File: src/rtl/palette_loader_if.sv
// Avalon-MM bus between the palette loader (master) and the palette register file (slave).
interface palette_loader_if;
  logic [4:0]  AVM_ADDR;
  logic [31:0] AVM_WRITEDATA;
  logic [3:0]  AVM_BYTE_EN;
  logic        AVM_WRITE;
  logic        AVM_READ;
  logic        AVM_CS;
  logic [31:0] AVM_READDATA;
  logic        AVM_WAITREQUEST;

  modport master (
    output AVM_ADDR, AVM_WRITEDATA, AVM_BYTE_EN, AVM_WRITE, AVM_READ, AVM_CS,
    input  AVM_READDATA, AVM_WAITREQUEST
  );

  modport slave (
    input  AVM_ADDR, AVM_WRITEDATA, AVM_BYTE_EN, AVM_WRITE, AVM_READ, AVM_CS,
    output AVM_READDATA, AVM_WAITREQUEST
  );
endinterface

File: src/rtl/palette_loader.sv
// Streams colors into consecutive palette addresses over Avalon-MM, with an
// optional readback pass that records the first mismatching address.
module palette_loader #(
  parameter int READ_LATENCY = 1
) (
  input  logic             CLK_100,
  input  logic             RESET,
  input  logic             start,
  input  logic [4:0]       base_addr,
  input  logic [5:0]       count,
  input  logic             verify,
  input  logic             color_valid,
  input  logic [23:0]      color_data,
  output logic             color_ready,
  output logic             busy,
  output logic             done,
  output logic             error,
  output logic [4:0]       err_addr,
  palette_loader_if.master avm
);
  typedef enum logic [2:0] {IDLE, FETCH, WRITE, RD_ISSUE, RD_WAIT, DONE} state_t;

  state_t      state_q, state_d;
  logic [4:0]  base_q, base_d;
  logic [5:0]  cnt_q, cnt_d;
  logic        verify_q, verify_d;
  logic [5:0]  i_q, i_d;
  logic [5:0]  j_q, j_d;
  logic [23:0] hold_q, hold_d;
  logic [2:0]  lat_q, lat_d;
  logic        error_q, error_d;
  logic [4:0]  err_addr_q, err_addr_d;
  logic        shadow_we;
  logic [23:0] shadow_q [32];
  logic [5:0]  i_inc, j_inc;
  logic [4:0]  wr_addr, rd_addr;
  logic        unused_rdata_hi;

  assign i_inc   = i_q + 6'd1;
  assign j_inc   = j_q + 6'd1;
  assign wr_addr = base_q + i_q[4:0];
  assign rd_addr = base_q + j_q[4:0];
  assign unused_rdata_hi = ^avm.AVM_READDATA[31:24];

  always_comb begin
    state_d    = state_q;
    base_d     = base_q;
    cnt_d      = cnt_q;
    verify_d   = verify_q;
    i_d        = i_q;
    j_d        = j_q;
    hold_d     = hold_q;
    lat_d      = lat_q;
    error_d    = error_q;
    err_addr_d = err_addr_q;
    shadow_we  = 1'b0;
    case (state_q)
      IDLE: begin
        if (start) begin
          base_d     = base_addr;
          cnt_d      = count;
          verify_d   = verify;
          error_d    = 1'b0;
          err_addr_d = 5'd0;
          i_d        = 6'd0;
          j_d        = 6'd0;
          state_d    = (count == 6'd0) ? DONE : FETCH;
        end
      end
      FETCH: begin
        if (color_valid) begin
          hold_d    = color_data;
          shadow_we = 1'b1;
          state_d   = WRITE;
        end
      end
      WRITE: begin
        if (!avm.AVM_WAITREQUEST) begin
          i_d = i_inc;
          if (i_inc == cnt_q) begin
            j_d     = 6'd0;
            state_d = verify_q ? RD_ISSUE : DONE;
          end else begin
            state_d = FETCH;
          end
        end
      end
      RD_ISSUE: begin
        if (!avm.AVM_WAITREQUEST) begin
          lat_d   = 3'(READ_LATENCY);
          state_d = RD_WAIT;
        end
      end
      RD_WAIT: begin
        lat_d = lat_q - 3'd1;
        // lat_q==1 means this edge is the one where read data is valid
        if (lat_q == 3'd1) begin
          if ((avm.AVM_READDATA[23:0] != shadow_q[j_q[4:0]]) && !error_q) begin
            error_d    = 1'b1;
            err_addr_d = rd_addr;
          end
          j_d     = j_inc;
          state_d = (j_inc == cnt_q) ? DONE : RD_ISSUE;
        end
      end
      DONE:    state_d = IDLE;
      default: state_d = IDLE;
    endcase
  end

  always_ff @(posedge CLK_100) begin
    if (RESET) begin
      state_q    <= IDLE;
      base_q     <= 5'd0;
      cnt_q      <= 6'd0;
      verify_q   <= 1'b0;
      i_q        <= 6'd0;
      j_q        <= 6'd0;
      hold_q     <= 24'd0;
      lat_q      <= 3'd0;
      error_q    <= 1'b0;
      err_addr_q <= 5'd0;
    end else begin
      state_q    <= state_d;
      base_q     <= base_d;
      cnt_q      <= cnt_d;
      verify_q   <= verify_d;
      i_q        <= i_d;
      j_q        <= j_d;
      hold_q     <= hold_d;
      lat_q      <= lat_d;
      error_q    <= error_d;
      err_addr_q <= err_addr_d;
    end
  end

  // Shadow copy of every loaded entry, used as the reference during readback
  always_ff @(posedge CLK_100) begin
    if (shadow_we) shadow_q[i_q[4:0]] <= color_data;
  end

  assign color_ready       = (state_q == FETCH);
  assign busy              = (state_q != IDLE);
  assign done              = (state_q == DONE);
  assign error             = error_q;
  assign err_addr          = err_addr_q;
  assign avm.AVM_WRITE     = (state_q == WRITE);
  assign avm.AVM_READ      = (state_q == RD_ISSUE);
  assign avm.AVM_CS        = (state_q == WRITE) || (state_q == RD_ISSUE);
  assign avm.AVM_ADDR      = (state_q == WRITE) ? wr_addr :
                             (state_q == RD_ISSUE) ? rd_addr : 5'd0;
  assign avm.AVM_WRITEDATA = (state_q == WRITE) ? {8'h00, hold_q} : 32'd0;
  assign avm.AVM_BYTE_EN   = (state_q == WRITE) ? 4'b0111 : 4'b0000;
endmodule

File: src/flat_wrapper.sv
// flat-port wrapper written by rule: the top's interface ports become plain ports
module palette_loader_flat 
#(
  parameter int READ_LATENCY = 1
)
  (CLK_100, RESET, start, base_addr, count, verify, color_valid, color_data, color_ready, busy, done, error, err_addr, avm_AVM_ADDR, avm_AVM_WRITEDATA, avm_AVM_BYTE_EN, avm_AVM_WRITE, avm_AVM_READ, avm_AVM_CS, avm_AVM_READDATA, avm_AVM_WAITREQUEST);
  palette_loader_if avm_i ();
  input  logic CLK_100;
  input  logic RESET;
  input  logic start;
  input  logic [4:0] base_addr;
  input  logic [5:0] count;
  input  logic verify;
  input  logic color_valid;
  input  logic [23:0] color_data;
  output logic color_ready;
  output logic busy;
  output logic done;
  output logic error;
  output logic [4:0] err_addr;
  output wire logic [$bits(avm_i.AVM_ADDR)-1:0] avm_AVM_ADDR;
  output wire logic [$bits(avm_i.AVM_WRITEDATA)-1:0] avm_AVM_WRITEDATA;
  output wire logic [$bits(avm_i.AVM_BYTE_EN)-1:0] avm_AVM_BYTE_EN;
  output wire logic [$bits(avm_i.AVM_WRITE)-1:0] avm_AVM_WRITE;
  output wire logic [$bits(avm_i.AVM_READ)-1:0] avm_AVM_READ;
  output wire logic [$bits(avm_i.AVM_CS)-1:0] avm_AVM_CS;
  input wire logic [$bits(avm_i.AVM_READDATA)-1:0] avm_AVM_READDATA;
  input wire logic [$bits(avm_i.AVM_WAITREQUEST)-1:0] avm_AVM_WAITREQUEST;
  assign avm_AVM_ADDR = avm_i.AVM_ADDR;
  assign avm_AVM_WRITEDATA = avm_i.AVM_WRITEDATA;
  assign avm_AVM_BYTE_EN = avm_i.AVM_BYTE_EN;
  assign avm_AVM_WRITE = avm_i.AVM_WRITE;
  assign avm_AVM_READ = avm_i.AVM_READ;
  assign avm_AVM_CS = avm_i.AVM_CS;
  assign avm_i.AVM_READDATA = avm_AVM_READDATA;
  assign avm_i.AVM_WAITREQUEST = avm_AVM_WAITREQUEST;
  palette_loader #(.READ_LATENCY(READ_LATENCY)) u_core (.CLK_100(CLK_100), .RESET(RESET), .start(start), .base_addr(base_addr), .count(count), .verify(verify), .color_valid(color_valid), .color_data(color_data), .color_ready(color_ready), .busy(busy), .done(done), .error(error), .err_addr(err_addr), .avm(avm_i));
endmodule
File: config.mk
export PLATFORM = sky130hd
export DESIGN_NAME = palette_loader_flat
export DESIGN_NICKNAME = d
export VERILOG_FILES = /design/src/rtl/palette_loader_if.sv /design/src/rtl/palette_loader.sv /design/src/flat_wrapper.sv
export SDC_FILE = /design/constraint.sdc
export NUM_CORES = 1
export LEC_CHECK = 0
export ABC_CLOCK_PERIOD_IN_PS = 3300
export BUFFER_PORTS_ARGS = -buffer_cell sky130_fd_sc_hd__buf_2
export CAP_MARGIN = 15
export CORE_MARGIN = 10
export CORE_UTILIZATION = 35
export DETAILED_ROUTE_END_ITERATION = 10
export PLACE_DENSITY = 0.51
export SLEW_MARGIN = 10
export SYNTH_ARGS = -nofsm -noshare
export SYNTH_HDL_FRONTEND = slang
export SYNTH_SLANG_ARGS = --single-unit
File: constraint.sdc
create_clock -name CLK_100 -period 3.3 [get_ports CLK_100]
set_input_delay 0.495 -clock CLK_100 [delete_from_list [all_inputs] [get_ports CLK_100]]
set_output_delay 0.495 -clock CLK_100 [all_outputs]
set_load 0.02 [all_outputs]
Word level (Yosys, flattened, before mapping)
Memory sizes are Yosys's and may differ from the RTL's. A register that Yosys moved wholly into a read port is not among the register bits.
Cells that the tools add are included.
W data, S select, Z words.
{ "op_classes": {"add_sub_neg": 5, "n_eq_ne": 16, "n_mux": 37, "reduce_logical": 17} }
{ "op_table": {"columns": ["operator", "count"], "rows": [
  ["$mux W5", 7],
  ["$mux W3", 11],
  ["$mux W6", 5],
  ["$mux W24", 1],
  ["$ne A24 B24 Y1", 1],
  ["$pmux W6 S3", 1],
  ["$pmux W3 S5", 1],
  ["$add A6 B1 Y6 const B", 2],
  ["$eq A6 B6 Y1", 2],
  ["$pmux W6 S2", 1],
  ["$add A5 B5 Y5", 2],
  ["$pmux W5 S2", 1],
  ["$reduce_and A5 Y1", 2],
  ["$ne A2 B2 Y1 const B", 4],
  ["$mux W1", 7],
  ["$eq A3 B1 Y1 const B", 2],
  ["$eq A3 B2 Y1 const B", 2],
  ["$eq A3 B3 Y1 const B", 2],
  ["$logic_not A6 Y1", 1],
  ["$ne A2 B1 Y1 const B", 3],
  ["$pmux W3 S2", 1],
  ["$reduce_and A2 Y1", 3],
  ["$reduce_bool A2 Y1", 3],
  ["$reduce_bool A3 Y1", 2],
  ["8 further kinds", 8]
]} }
{ "word_totals": {"ff_bits": 60, "ramBits": 768, "input_bits": 73, "word_cells": 86, "mem_count": 1} }
{ "mem_list": {"columns": ["name", "words", "width", "rd", "rd_clocked_by_memory_dff", "write_ports", "line", "rtl"], "rows": [
  ["u_core.shadow_q", 32, 24, 1, 1, 1, "palette_loader.sv:34", "logic [23:0] shadow_q [32];"]
]} }

Logic depth before layout (Yosys ltp)
{ "depth": {"word_depth": 7, "depth_mapped": 15} }

Worst setup path before layout
No wires, ideal clock.
{ "synth_timing": {"path_type": "reg-to-reg", "from": "register u_core.state_q[1]", "to": "memory u_core.shadow_q[28][0], enable pin", "arrival_time_ns": 2.818, "required_ns": 2.895, "path_slack_ns": 0.077, "path_stages_with_launch": 7, "synth_period_minus_slack_ns": 3.223, "cell_sequence": "dfxtp_1 -> clkbuf_1 -> nor3_1 -> and2_1 -> clkbuf_1 -> nand2_1 -> nor2_1"} }
{ "synth_via": {"elab_chain_len": 4} }
{ "synth_rtl": {"columns": ["item", "line", "rtl"], "rows": [
  ["start: declaration", "palette_loader.sv:23", "state_t state_q, state_d;"],
  ["start signal: assignment", "palette_loader.sv:124", "state_q <= state_d;"],
  ["$eq A3 B1 Y1", null, null],
  ["named net color_ready", "flat_wrapper.sv:16", "output logic color_ready;"],
  ["$mux W1", "palette_loader.sv:57", "case (state_q)"],
  ["$mux W1", "palette_loader.sv:139", "if (shadow_we) shadow_q[i_q[4:0]] <= color_data;"],
  ["$mux W1 (implied by the code)", "palette_loader.sv:139", null],
  ["end: declaration", "palette_loader.sv:34", null]
]} }
The timed path passes the listed nets, and every way through them passes these cells.

==> results.md <==
* Clk root buf: clkbuf_16
* ANT nets after route at 0
* Initial antenna violation count at 3
* Worst Min Path Start: verify
* GRT met3 Usage at 0.0323
* CP startpoint kind: register
* GP Congestion at 0.825
* Largest stage delay, worst path at 500 ps
* Post-synthesis cell area at 33800 um^2
* DP HPWL at 61.8 mm
* Worst slew pin tran at 849 ps
* Tmin final at 3390 ps
* I/O pins at 126
* Hold Fails Final Rpt at 0
* Worst setup EP type: register
* Fmax at 295 MHz
* Pin count of the biggest net entering global routing at 48
* Async SR Flop Fraction at 0
* Vias in the first global route at 19600
* Worst rel slew slack at 0.434
* Via count at 19100
* First-pass GRT wire length at 143 mm
* Area delta synth->final at 20.0%
* Max-cap violations at 0
* CTS tree: yes
* Clock Latency Late Sink at 640 ps
* Failing checks: negative setup slack
* CTS Buf Count at 90
* Final wirelength at 101 mm
* CP max FO at 6
* WL/cell at 28.5 um
* Tot Pwr at 21.9 mW
* Post-synthesis sequential area ratio at 0.721
* Initial core utilization at 0.354
* DR iter-0 viols at 1836
* Most frequent cells in the layout: 768 x edfxtp_1, 134 x buf_4, 127 x mux2i_1
* Worst EP arrival at 3930 ps
* Top Usage Layer GRT: met2
* CP required at 3840 ps
* Synth Flop Type: edfxtp_1
* Endpoints failing setup at 6
* Status: complete, but fails checks
* RSZ-0062 raised after global routing: true
* Die area at 109000 um^2
* Setup Slack @ Placement at -358 ps
* Critical path's top delay family: buffers and inverters
* Fraction of layout cells with a size suffix above 1 at 0.282
* Hold Crit Class: in -> reg
* Crit-path cells: buf_12 > buf_16 > mux4_2 > mux2i_1 > o22ai_2 > nor3_2 > buf_4 > xor2_1 > nand4_1 > buf_4 > a2111oi_4 > buf_4 > nand4b_4 > a41o_1
* Clk_skew at 19.7 ps
* Most used cell, CP: buf_4
* Final core occ at 0.425
* Final slew viol count at 0
* Fin worst setup slack at -93.9 ps
* First-pass DRT Iterations at 5
* Via-to-Cell Ratio at 5.37
* Worst Hold Margin at 84.9 ps
* Net count, final at 2312
* WS Path Type: reg -> reg
* Die X at 331 um
* Avg Cell Area, Syn at 17.4 um^2
* Number of synthesized flops with an enable pin at 768
* Cells after synthesis at 1942
* Number of distinct library cells after synthesis at 81
* Commonest non-fill, non-tap cell in the layout: edfxtp_1
* # H-tree levels at 3
* Clock sink total at 833
* CTS clk-pin slew, worst paths at 60 ps
* PwrDens at 540 nW/um^2
* Peak supply drop at 384 uV
* Gr usage total at 0.182
* Tcrit/Tclk final at 1.03
* # DRC at 0
* Leakage at 13.2 nW
* Number of port buffers at 108
* M2 GR Usage at 0.296
* GRT met1 Usage at 0.250
* Slowest CP cell: mux4_2
* Register bit total from synthesis at 833
* Die height at 331 um
* Yosys warning total at 0
* Worst-case clock buffer depth at 3
* Crit path buf inv count at 5
* Core ar. at 95400 um^2
* Std cell rows at 113
* Grt total ovfl at 0
[where the power goes]
| group | switching [mW] | internal (mW) | leakage, nW |
|---|---|---|---|
| clock | 4.09 | 5.60 | 1.37 |
| combinational | 0.444 | 0.173 | 4.43 |
| sequential | 0.0318 | 11.6 | 7.44 |
[stage by stage]
stage               std cells  setup TNS [ps]  area [um^2]
floorplan                1950               0        33800
global placement         3372           -1910        37300
detailed placement       3372           -1870        37300
CTS                      3550            -934        40300
global route             3560            -876        40500
finish                   3562            -236        40500
[synthesized netlist by cell type, types with 9 or more instances]
library cell,number,share of area
o22ai_1,15,0.0028
nand2_1,123,0.014
dfxtp_1,65,0.038
edfxtp_1,768,0.68
clkbuf_1,38,0.0042
buf_4,28,0.0062
o221ai_1,11,0.0029
mux2i_1,128,0.038
buf_6,15,0.0050
ha_1,15,0.0056
xnor2_1,32,0.0083
a221oi_1,9,0.0023
and3_1,27,0.0050
nor3_1,20,0.0030
o21ai_0,14,0.0021
nand3_1,27,0.0040
nor2_1,97,0.011
inv_1,14,0.0016
nand2b_1,14,0.0026
mux2_2,25,0.0083
buf_2,23,0.0034
a211oi_1,15,0.0033
nor2b_1,18,0.0033
a21oi_1,82,0.012
xor2_1,21,0.0054
mux4_2,122,0.081
a22oi_1,41,0.0091
[layer usage]
layer | part of all wire | vias up
met5 | 0 | -
met4 | 0.020 | 0
met3 | 0.065 | 122
met2 | 0.48 | 694
met1 | 0.44 | 10000
li1 | - | 8266
[kinds of logic after synthesis]
logic type,synth area share
buffers and inverters,0.0249
AOI/OAI and AO/OA,0.0511
muxes,0.130
adders and majority gates,0.00674
and+or+nand+nor,0.0525
xor gates and xnor gates,0.0137
other,0.000111
DFF,0.721
[final cells by class]
cell class | count | area [um^2]
Antenna cell | 3 | 7.51
Inverter | 18 | 67.6
Multi-Input combinational cell | 982 | 9030
Tap cell | 1265 | 1580
Clock buffer | 120 | 2450
Fill cell | 8462 | 54900
Clock inverter | 44 | 369
Sequential cell | 833 | 24400
Timing Repair Buffer | 297 | 2660
[final timing paths]
check | slack [ps] | cells past startpoint | end
max | -90 | 14 | u_core.err_addr[2]$_SDFFE_PP0P_
min | 80 | 3 | u_core.verify_q$_SDFFE_PP0P_
max reg2reg | -90 | 14 | u_core.err_addr[2]$_SDFFE_PP0P_
min reg2reg | 460 | 2 | u_core.hold_q[19]$_SDFFE_PP0P_
[repair_timing]
action / CTS / global route
endpoints found under the setup margin: 6 / 7
endpoints found under the hold margin: 0 / 0
pin swaps: 9 / 10
cloned: 2 / 4
buffers inserted: 12 / 7
hold buffers: 0 / 0
resized for setup: 14 / 30
[tightest hold or removal path: cells and delay by family]
family | cells | cell delay (ps)
AO/OA/AOI/OAI | 1 | 50
buffers and inverters | 1 | 90
AND/OR/NAND/NOR | 1 | 40
[sequential cells by signal (all words and copies together) (netlist names), named ones only]
register / cells
u_core.cnt_q: 6
u_core.error: 1
u_core.shadow_q: 768
u_core.lat_q: 3
u_core.hold_q: 24
u_core.err_addr: 5
u_core.base_q: 5
u_core.j_q: 6
u_core.i_q: 6
u_core.verify_q: 1
u_core.state_q: 3
Power figures use the tool's default switching activity.
